## src/rtl/gpu.sv

```systemverilog
// Write-only APB 2D raster engine: latches a colour and two corners, then streams
// one clipped pixel per clock in raster order for PIXEL, RECT and CLEAR commands.
module gpu #(
  parameter int unsigned WIDTH_BITS   = 10,
  parameter int unsigned HEIGHT_BITS  = 9,
  parameter int unsigned CHANNEL_BITS = 8,
  parameter int unsigned SCREEN_W     = 640,
  parameter int unsigned SCREEN_H     = 480
) (
  input  logic                    clk,
  input  logic                    n_rst,
  input  logic [31:0]             pAddr_i,
  input  logic [31:0]             pDataWrite_i,
  input  logic                    pSel_i,
  input  logic                    pEnable_i,
  input  logic                    pWrite_i,
  output logic [WIDTH_BITS-1:0]   x_o,
  output logic [HEIGHT_BITS-1:0]  y_o,
  output logic [CHANNEL_BITS-1:0] r_o,
  output logic [CHANNEL_BITS-1:0] g_o,
  output logic [CHANNEL_BITS-1:0] b_o,
  output logic                    data_avail
);

  localparam logic [7:0] ADDR_COLOR = 8'h00;
  localparam logic [7:0] ADDR_P1    = 8'h04;
  localparam logic [7:0] ADDR_P2    = 8'h08;
  localparam logic [7:0] ADDR_CMD   = 8'h0C;

  localparam logic [1:0] CMD_PIXEL = 2'd0;
  localparam logic [1:0] CMD_RECT  = 2'd1;
  localparam logic [1:0] CMD_CLEAR = 2'd2;
  localparam logic [1:0] CMD_NOP   = 2'd3;

  localparam logic [WIDTH_BITS-1:0]  X_LAST = WIDTH_BITS'(SCREEN_W - 1);
  localparam logic [HEIGHT_BITS-1:0] Y_LAST = HEIGHT_BITS'(SCREEN_H - 1);

  typedef enum logic {S_IDLE, S_DRAW} state_t;

  state_t r_state;
  state_t w_state_nxt;

  logic [CHANNEL_BITS-1:0] r_col_r, r_col_g, r_col_b;
  logic [WIDTH_BITS-1:0]   r_p1_x, r_p2_x;
  logic [HEIGHT_BITS-1:0]  r_p1_y, r_p2_y;

  logic [WIDTH_BITS-1:0]   r_xmin, r_xmax, r_x;
  logic [HEIGHT_BITS-1:0]  r_ymax, r_y;
  logic [CHANNEL_BITS-1:0] r_pix_r, r_pix_g, r_pix_b;
  logic                    r_avail;

  logic                    w_wr;
  logic [7:0]              w_addr;
  logic [1:0]              w_cmd;
  logic                    w_cmd_wr;
  logic                    w_start;
  logic                    w_last;
  logic [WIDTH_BITS-1:0]   w_c1x, w_c2x, w_xmin, w_xmax;
  logic [HEIGHT_BITS-1:0]  w_c1y, w_c2y, w_ymin, w_ymax;
  logic                    w_unused;

  assign w_wr     = pSel_i & pEnable_i & pWrite_i;
  assign w_addr   = pAddr_i[7:0];
  assign w_cmd    = pDataWrite_i[1:0];
  assign w_cmd_wr = w_wr && (w_addr == ADDR_CMD) && (w_cmd != CMD_NOP);
  assign w_start  = (r_state == S_IDLE) && w_cmd_wr;
  assign w_last   = (r_x == r_xmax) && (r_y == r_ymax);
  assign w_unused = ^{pAddr_i[31:8], pDataWrite_i};

  // Clip each corner to the screen, then order the bounds for the selected command.
  always_comb begin
    w_c1x  = (r_p1_x > X_LAST) ? X_LAST : r_p1_x;
    w_c2x  = (r_p2_x > X_LAST) ? X_LAST : r_p2_x;
    w_c1y  = (r_p1_y > Y_LAST) ? Y_LAST : r_p1_y;
    w_c2y  = (r_p2_y > Y_LAST) ? Y_LAST : r_p2_y;
    w_xmin = w_c1x;
    w_xmax = w_c1x;
    w_ymin = w_c1y;
    w_ymax = w_c1y;
    case (w_cmd)
      CMD_RECT: begin
        w_xmin = (w_c1x < w_c2x) ? w_c1x : w_c2x;
        w_xmax = (w_c1x < w_c2x) ? w_c2x : w_c1x;
        w_ymin = (w_c1y < w_c2y) ? w_c1y : w_c2y;
        w_ymax = (w_c1y < w_c2y) ? w_c2y : w_c1y;
      end
      CMD_CLEAR: begin
        w_xmin = '0;
        w_xmax = X_LAST;
        w_ymin = '0;
        w_ymax = Y_LAST;
      end
      default: ;
    endcase
  end

  always_comb begin
    w_state_nxt = r_state;
    case (r_state)
      S_IDLE: if (w_start) w_state_nxt = S_DRAW;
      S_DRAW: if (w_last)  w_state_nxt = S_IDLE;
    endcase
  end

  always_ff @(posedge clk) begin
    if (n_rst) r_state <= S_IDLE;
    else       r_state <= w_state_nxt;
  end

  // Register file, command snapshot and raster walk; the first pixel launches on the CMD edge.
  always_ff @(posedge clk) begin
    if (n_rst) begin
      r_col_r <= '0;
      r_col_g <= '0;
      r_col_b <= '0;
      r_p1_x  <= '0;
      r_p1_y  <= '0;
      r_p2_x  <= '0;
      r_p2_y  <= '0;
      r_xmin  <= '0;
      r_xmax  <= '0;
      r_ymax  <= '0;
      r_x     <= '0;
      r_y     <= '0;
      r_pix_r <= '0;
      r_pix_g <= '0;
      r_pix_b <= '0;
      r_avail <= 1'b0;
    end else begin
      if (w_wr && (w_addr == ADDR_COLOR)) begin
        r_col_r <= pDataWrite_i[16 +: CHANNEL_BITS];
        r_col_g <= pDataWrite_i[8  +: CHANNEL_BITS];
        r_col_b <= pDataWrite_i[0  +: CHANNEL_BITS];
      end
      if (w_wr && (w_addr == ADDR_P1)) begin
        r_p1_x <= pDataWrite_i[0  +: WIDTH_BITS];
        r_p1_y <= pDataWrite_i[16 +: HEIGHT_BITS];
      end
      if (w_wr && (w_addr == ADDR_P2)) begin
        r_p2_x <= pDataWrite_i[0  +: WIDTH_BITS];
        r_p2_y <= pDataWrite_i[16 +: HEIGHT_BITS];
      end

      if (w_start) begin
        r_xmin  <= w_xmin;
        r_xmax  <= w_xmax;
        r_ymax  <= w_ymax;
        r_x     <= w_xmin;
        r_y     <= w_ymin;
        r_pix_r <= r_col_r;
        r_pix_g <= r_col_g;
        r_pix_b <= r_col_b;
        r_avail <= 1'b1;
      end else if (r_state == S_DRAW) begin
        if (w_last) begin
          r_avail <= 1'b0;
        end else if (r_x == r_xmax) begin
          r_x <= r_xmin;
          r_y <= r_y + HEIGHT_BITS'(1);
        end else begin
          r_x <= r_x + WIDTH_BITS'(1);
        end
      end
    end
  end

  assign x_o        = r_x;
  assign y_o        = r_y;
  assign r_o        = r_pix_r;
  assign g_o        = r_pix_g;
  assign b_o        = r_pix_b;
  assign data_avail = r_avail;

endmodule

```

## config.mk

```make
export PLATFORM = sky130hd
export DESIGN_NAME = gpu
export DESIGN_NICKNAME = d
export VERILOG_FILES = /design/src/rtl/gpu.sv
export SDC_FILE = /design/constraint.sdc
export NUM_CORES = 1
export LEC_CHECK = 0
export BUFFER_PORTS_ARGS = -buffer_cell sky130_fd_sc_hd__buf_2
export CAP_MARGIN = 20
export CORE_MARGIN = 2
export CORE_UTILIZATION = 51
export CTS_BUF_LIST = sky130_fd_sc_hd__clkbuf_8
export CTS_CLUSTER_SIZE = 30
export DETAILED_ROUTE_END_ITERATION = 10
export GPL_TIMING_DRIVEN = 0
export PLACE_DENSITY_LB_ADDON = 0.12
export SYNTH_ARGS = -nofsm -noshare
export SYNTH_HDL_FRONTEND = slang
export SYNTH_SLANG_ARGS = --single-unit
```

## constraint.sdc

```tcl
create_clock -name clk -period 4.6 [get_ports clk]
set_input_delay 0.92 -clock clk [delete_from_list [all_inputs] [get_ports clk]]
set_output_delay 0.92 -clock clk [all_outputs]
set_load 0.005 [all_outputs]
```

==> impl_metrics.toml, run 1 <==
[outcome]
status = "complete, no violations"

[drt]
routed_wl_um = 19700
via_per_inst = 5.60
drc = 0
ant_nets = 0
drt_pass1_iterations = 5
vias = 6692
wire_per_inst_um = 16.5
first_iter_violations = 508

[timing]
setup_viol_count_final = 0
period_share = 0.877
rsz0062_at_grt = "no"
worst_slack_ns = 0.568
final.min_clock_period_ns = 4.03
max_freq_mhz = 248
hold_viol = 0
finClkSkew_ns = 0.0134
max_slew_margin = 0.455
final-max-slew-violation-count = 0
tightestPinTransition_ns = 0.811
fin_tns_setup_ns = 0

[global_routing]
grt_pass1_vias = 6101
grt_usage = 0.279
overflow = 0
grt_max_degree = 17
grt_first_pass_wirelength_um = 31500
antenna_found_initial = 0

[finish]
layout_commonest_cell = "nand2_1"
final_cell_mix = "nand2_1, dfxtp_1, a21oi_1"
nNetsFinal = 1095
drive_above_1_share = 0.128
area_delta_synth_final_pct = 15.3
n_antenna_cell = 0

[yosys]
synth_top_area_cell = "dfxtp_1"
ys_seq_elements = 136
post_synth.cell_area_avg_sq_um = 7.60
yosys.area_share.simple = 0.235
synth_top_cell_area_share = 0.396
synthFlopType = "dfxtp_1"
synth_compound_area_frac = 0.199
async_reset_ff_frac = 0
muxShareOfSynthArea = 0.0445
synth_edf_count = 0
yosys_warnings = 0
yosysSeqAreaShare = 0.396
netlist_instances = 906
syn_nets = 996
ys_types = 51
ys_top_cells_by_area = "dfxtp_1, nand2_1, a21oi_1"
synth_adder_area_share = 0.0382
yosys.area_share.xor_xnor = 0.0344
synth_top_family_by_area = "simple AND/OR/NAND/NOR gates"
synth.cell_area_sq_um = 6880

[power_and_ir_drop]
power_density_nw_per_um2 = 296
ir_worst_vdd_mv = 0.270
seq_power_share = 0.500
switching_share = 0.237
p_sw_uw = 557
pwr-share-clk = 0.460
leakage_uw = 0.00313
pwr-share-comb = 0.040
p_int_uw = 1800

[worst_setup_path]
r2r_start = "r_p1_x[9]"
cp_max_fo = 10
path_class = "flop to flop"
endpoint_kind = "flop"
reg2reg_depth = 15
arrival_ns = 4.35
r2r-end = "x_o[2]"
r2r_slack_ns = 0.57
required_ns = 4.92
cp-start-kind = "flop"

[die]
io_pins = 113
num_rows = 42
die_y_um = 120
start_util = 0.522
dieArea_sq_um = 14400
die_w_um = 120
core-area_sq_um = 13200

[place]
pre_cts_ws_ns = 0.630
gp_congestion = 0.924
hpwl_um = 14900
port_buffers = 80

[clocking]
ctsResizeCount = 0
worstSkewPairLatency_ns = 0.45
root_buffer = "clkbuf_8"
clk_path_buf_depth = 2
cts_made_buffers = 17
cts_max_level = 4
cts_setup_buffers = 0
holdBufCountCts = 0
clk_pin_slew_ns = 0.08
cts_tree = "yes"
numClockSinks = 136

[job]
cap_violations = 0

[worst_hold_path]
min_delay_path_depth = 2
worstHoldEndpoint = "g_o[2]"
hp-start = "r_col_g[2]"
hold_path_class = "flop to flop"
## layer usage
layer,GRT usage,share of wire
met5,0,0
met4,0.110,0.022
met3,0.0499,0.063
met2,0.445,0.46
met1,0.373,0.46
## synth_stat cells (5+ instances only)
master    count
nor3b_1       6
clkbuf_1     61
nand2b_1      6
mux2_2        5
xor2_1       14
nor2_1       78
o22ai_1       7
a311oi_1      6
nand2_1     185
nand4_1       8
nor3_1       36
or3_1         9
nand3_1       7
a21o_1        5
a221oi_1      5
a31oi_1       9
o31ai_1      10
and3_1        5
a211oi_1     19
dfxtp_1     136
a21oi_1     131
ha_1         21
inv_1        25
mux2i_1      25
nor4_1        7
buf_2         7
o21ai_0      20
xnor2_1      13
## per-stage QoR
stage | utilization | cell area [sq um] | total power (uW) | std cells | hold WS [ns]
2_1_floorplan | - | 6880 | 1250 | 906 | 0.432
3_3_place_gp | 0.569 | 7500 | 1300 | 1162 | 0.439
3_5_place_dp | 0.569 | 7500 | 1300 | 1162 | 0.444
4_1_cts | 0.602 | 7940 | 2370 | 1194 | 0.454
5_1_grt | 0.602 | 7940 | 2420 | 1194 | 0.473
6_report | 0.602 | 7940 | 2350 | 1194 | 0.450
## critical path: stages, from the launching register on
cell	delay, ns
dfxtp_1	0.31
clkbuf_1	0.35
o21a_1	0.19
clkbuf_1	0.30
nor2_1	0.17
inv_1	0.11
ha_1	0.23
nand4_1	0.14
nor2_1	0.08
a211oi_1	0.47
o21a_1	0.20
clkbuf_1	0.32
clkbuf_1	0.38
nor3_1	0.09
o21ai_0	0.41
a211oi_1	0.13
## cell type report
| class | instances | area (sq um) |
|---|---|---|
| flip-flops and latches | 136 | 2720 |
| well taps | 176 | 220 |
| repair buffers | 80 | 400 |
| clock inverters | 15 | 201 |
| inverters | 25 | 93.8 |
| clock buffers | 17 | 234 |
| fillers | 1278 | 5250 |
| multi-input cells | 676 | 3790 |
| plain buffers | 69 | 275 |
## power groups by stage
stage	Sequential, uW	Combinational (uW)	Clock, uW
2_1_floorplan	1200	46.0	0
3_3_place_gp	1200	93.0	0
3_5_place_dp	1200	92.6	0
4_1_cts	1180	92.9	1100
5_1_grt	1180	101	1140
6_report	1180	93.6	1080
## how the worst max path moves through the flow
stage | from | endpoint | slack, ns | cells past startpoint
6_report | r_p1_x[9] | x_o[2] | 0.57 | 15
5_1_grt | r_p1_x[9] | x_o[6] | 0.18 | 15
4_1_cts | r_p1_x[9] | x_o[6] | 0.63 | 15
3_5_place_dp | pAddr_i[5] | r_o[5] | 0.63 | 9
3_3_place_gp | pAddr_i[5] | r_o[5] | 0.66 | 9
2_1_floorplan | pAddr_i[5] | r_xmax[3] | 1.30 | 9
## registers in the layout (all words and copies together), names as in the netlist, 9 cells and up
| name | count |
|---|---|
| y_o | 9 |
| r_ymax | 9 |
| r_xmin | 10 |
| r_p2_x | 10 |
| r_p1_y | 9 |
| x_o | 10 |
| r_p1_x | 10 |
| r_xmax | 10 |
| r_p2_y | 9 |
## logic make-up (layout without fill, tap and decap cells)
family / Yosys count / in the layout
AND/OR/NAND/NOR: 367 / 367
AO/OA/AOI/OAI: 231 / 231
flip-flops: 136 / 136
buffers and inverters: 94 / 206
multiplexers: 30 / 30
XOR/XNOR: 27 / 27
adder cells (fa/ha/maj): 21 / 21
(Power assumes the default switching activity.)
==> run 2, diff against run 1 <==
--- a/config.mk
+++ b/config.mk
@@ -14,6 +14,7 @@
 export DETAILED_ROUTE_END_ITERATION = 10
 export GPL_TIMING_DRIVEN = 0
 export PLACE_DENSITY_LB_ADDON = 0.12
+export RECOVER_POWER = 50
 export SYNTH_ARGS = -nofsm -noshare
 export SYNTH_HDL_FRONTEND = slang
 export SYNTH_SLANG_ARGS = --single-unit
==> run 2 against run 1 <==
Against the previous run: sequential power is essentially flat; critical path depth is the same; highest routed layer unchanged; largest power group unchanged; fmax shrank 0.35%; critical path type unchanged; utilization shrank 0.11 points; clock-buffer cell count is the same; first-iteration DRC count grew 0.59%; sequential cell count is the same; via count is essentially flat.
==> impl_metrics.toml, run 2 (synthesized netlist as in run 1, its figures left out) <==
[worst_setup_path]
required_ns = 4.92
arrival_ns = 4.37
endpoint_kind = "flop"
path_class = "flop to flop"
path_delay_family = "buffers and inverters"
crit_top_cell = "clkbuf_1"
cpPeakStageDelay_ns = 0.47
cp_cell_sequence = "clkbuf_1 > o21a_1 > clkbuf_1 > nor2_1 > inv_1 > ha_1 > nand4_1 > nor2_1 > a211oi_1 > o21a_1 > clkbuf_1 > clkbuf_1 > nor3_1 > o21ai_0 > a211oi_1"
critPathSlowestCell = "a211oi_1"
cp_max_fo = 10
cp-start-kind = "flop"
worstPathBufferInverterCount = 5

[power_and_ir_drop]
pwr-share-comb = 0.040
switching_share = 0.237
power_density_nw_per_um2 = 297
seq_power_share = 0.500
pwr-share-clk = 0.461
total_power_uw = 2350
ir_worst_vdd_mv = 0.270
p_sw_uw = 559
p_int_uw = 1800
leakage_uw = 0.00308

[finish]
seq_area_sq_um = 2720
fin_area_sq_um = 7920
layout_commonest_cell = "nand2_1"
multi_input_area_sq_um = 3790
n_antenna_cell = 0
fillers = 1289
area_delta_synth_final_pct = 15.1
drive_above_1_share = 0.116
nNetsFinal = 1095
final_cell_mix = "nand2_1, dfxtp_1, a21oi_1"

[place]
pre_cts_ws_ns = 0.630
gp_congestion = 0.924
port_buffers = 80
placed_area_sq_um = 7500
hpwl_um = 14900

[drt]
routed_wl_um = 19700
drt_pass1_iterations = 5
wire_per_inst_um = 16.5
ant_nets = 0
first_iter_violations = 511
vias = 6689
via_per_inst = 5.60
drc = 0

[clocking]
clk_path_buf_depth = 2
cts_max_level = 4
holdBufCountCts = 0
worstSkewPairLatency_ns = 0.46
clk_pin_slew_ns = 0.08
cts_tree = "yes"
ctsResizeCount = 0
cts_setup_buffers = 0
cts_made_buffers = 17
numClockSinks = 136
root_buffer = "clkbuf_8"

[global_routing]
grt_usage = 0.279
grt_first_pass_wirelength_um = 31500
antenna_found_initial = 0
overflow = 0
grt_max_degree = 17
grt_pass1_vias = 6101

[timing]
fin_hold_ws_ns = 0.450
finClkSkew_ns = 0.0150
max_freq_mhz = 247
hold_viol = 0
rsz0062_at_grt = "no"
tightestPinTransition_ns = 0.802
period_share = 0.880
worst_slack_ns = 0.554
max_slew_margin = 0.461
final-max-slew-violation-count = 0
fin_tns_setup_ns = 0
setup_viol_count_final = 0
final.min_clock_period_ns = 4.05

[die]
num_rows = 42
io_pins = 113
start_util = 0.522
dieArea_sq_um = 14400
die_y_um = 120
die_w_um = 120
core-area_sq_um = 13200

[job]
cap_violations = 0

[outcome]
status = "complete, no violations"

[worst_hold_path]
hold_path_class = "flop to flop"
## run 2: changes by cell type in the layout (fill, tap and decap cells not counted), sizes merged
cell	delta
buf	-11
clkbuf	+11
## run 2: cell type report
cell class,count,area share
Buffer,69,0.0346
Multi-Input combinational cell,676,0.478
Tap cell,176,0.0278
Clock inverter,15,0.0254
Clock buffer,17,0.0295
Sequential cell,136,0.344
Timing Repair Buffer,80,0.0488
Inverter,25,0.0118
## run 2: metrics by stage
step,std cells,util
after global routing,1194,0.601
after floorplan,906,-
final,1194,0.601
after CTS,1194,0.602
after detailed placement,1162,0.569
after global placement,1162,0.569
## run 2: worst paths after layout
path / start / to / slack (ns) / cells after the start
setup / recovery: r_p1_x[9] / x_o[2] / 0.55 / 15
hold / removal: r_col_g[2] / g_o[2] / 0.45 / 2
hold reg to reg: r_col_g[2] / g_o[2] / 0.45 / 2
setup reg to reg: r_p1_x[9] / x_o[2] / 0.55 / 15
## run 2: per-layer routing
| layer | track usage | vias to the layer above | share of wire |
|---|---|---|---|
| met4 | 0.110 | 0 | 0.025 |
| met3 | 0.0499 | 34 | 0.061 |
| met2 | 0.445 | 235 | 0.45 |
| met5 | 0 | - | 0 |
| li1 | - | 3345 | - |
| met1 | 0.373 | 3075 | 0.46 |
## run 2: power by group through the flow
stage | combinational [uW] | clock, uW | sequential [uW]
6_report | 93.6 | 1080 | 1180
4_1_cts | 92.9 | 1100 | 1180
3_3_place_gp | 93.0 | 0 | 1200
3_5_place_dp | 92.6 | 0 | 1200
5_1_grt | 101 | 1140 | 1180
2_1_floorplan | 46.0 | 0 | 1200
## run 2: worst min-delay path: cells and delay by family (launching register included)
family           cells  cell delay [ns]
flip-flops           1             0.31
AND/OR/NAND/NOR      1             0.05
AO/OA/AOI/OAI        1             0.05
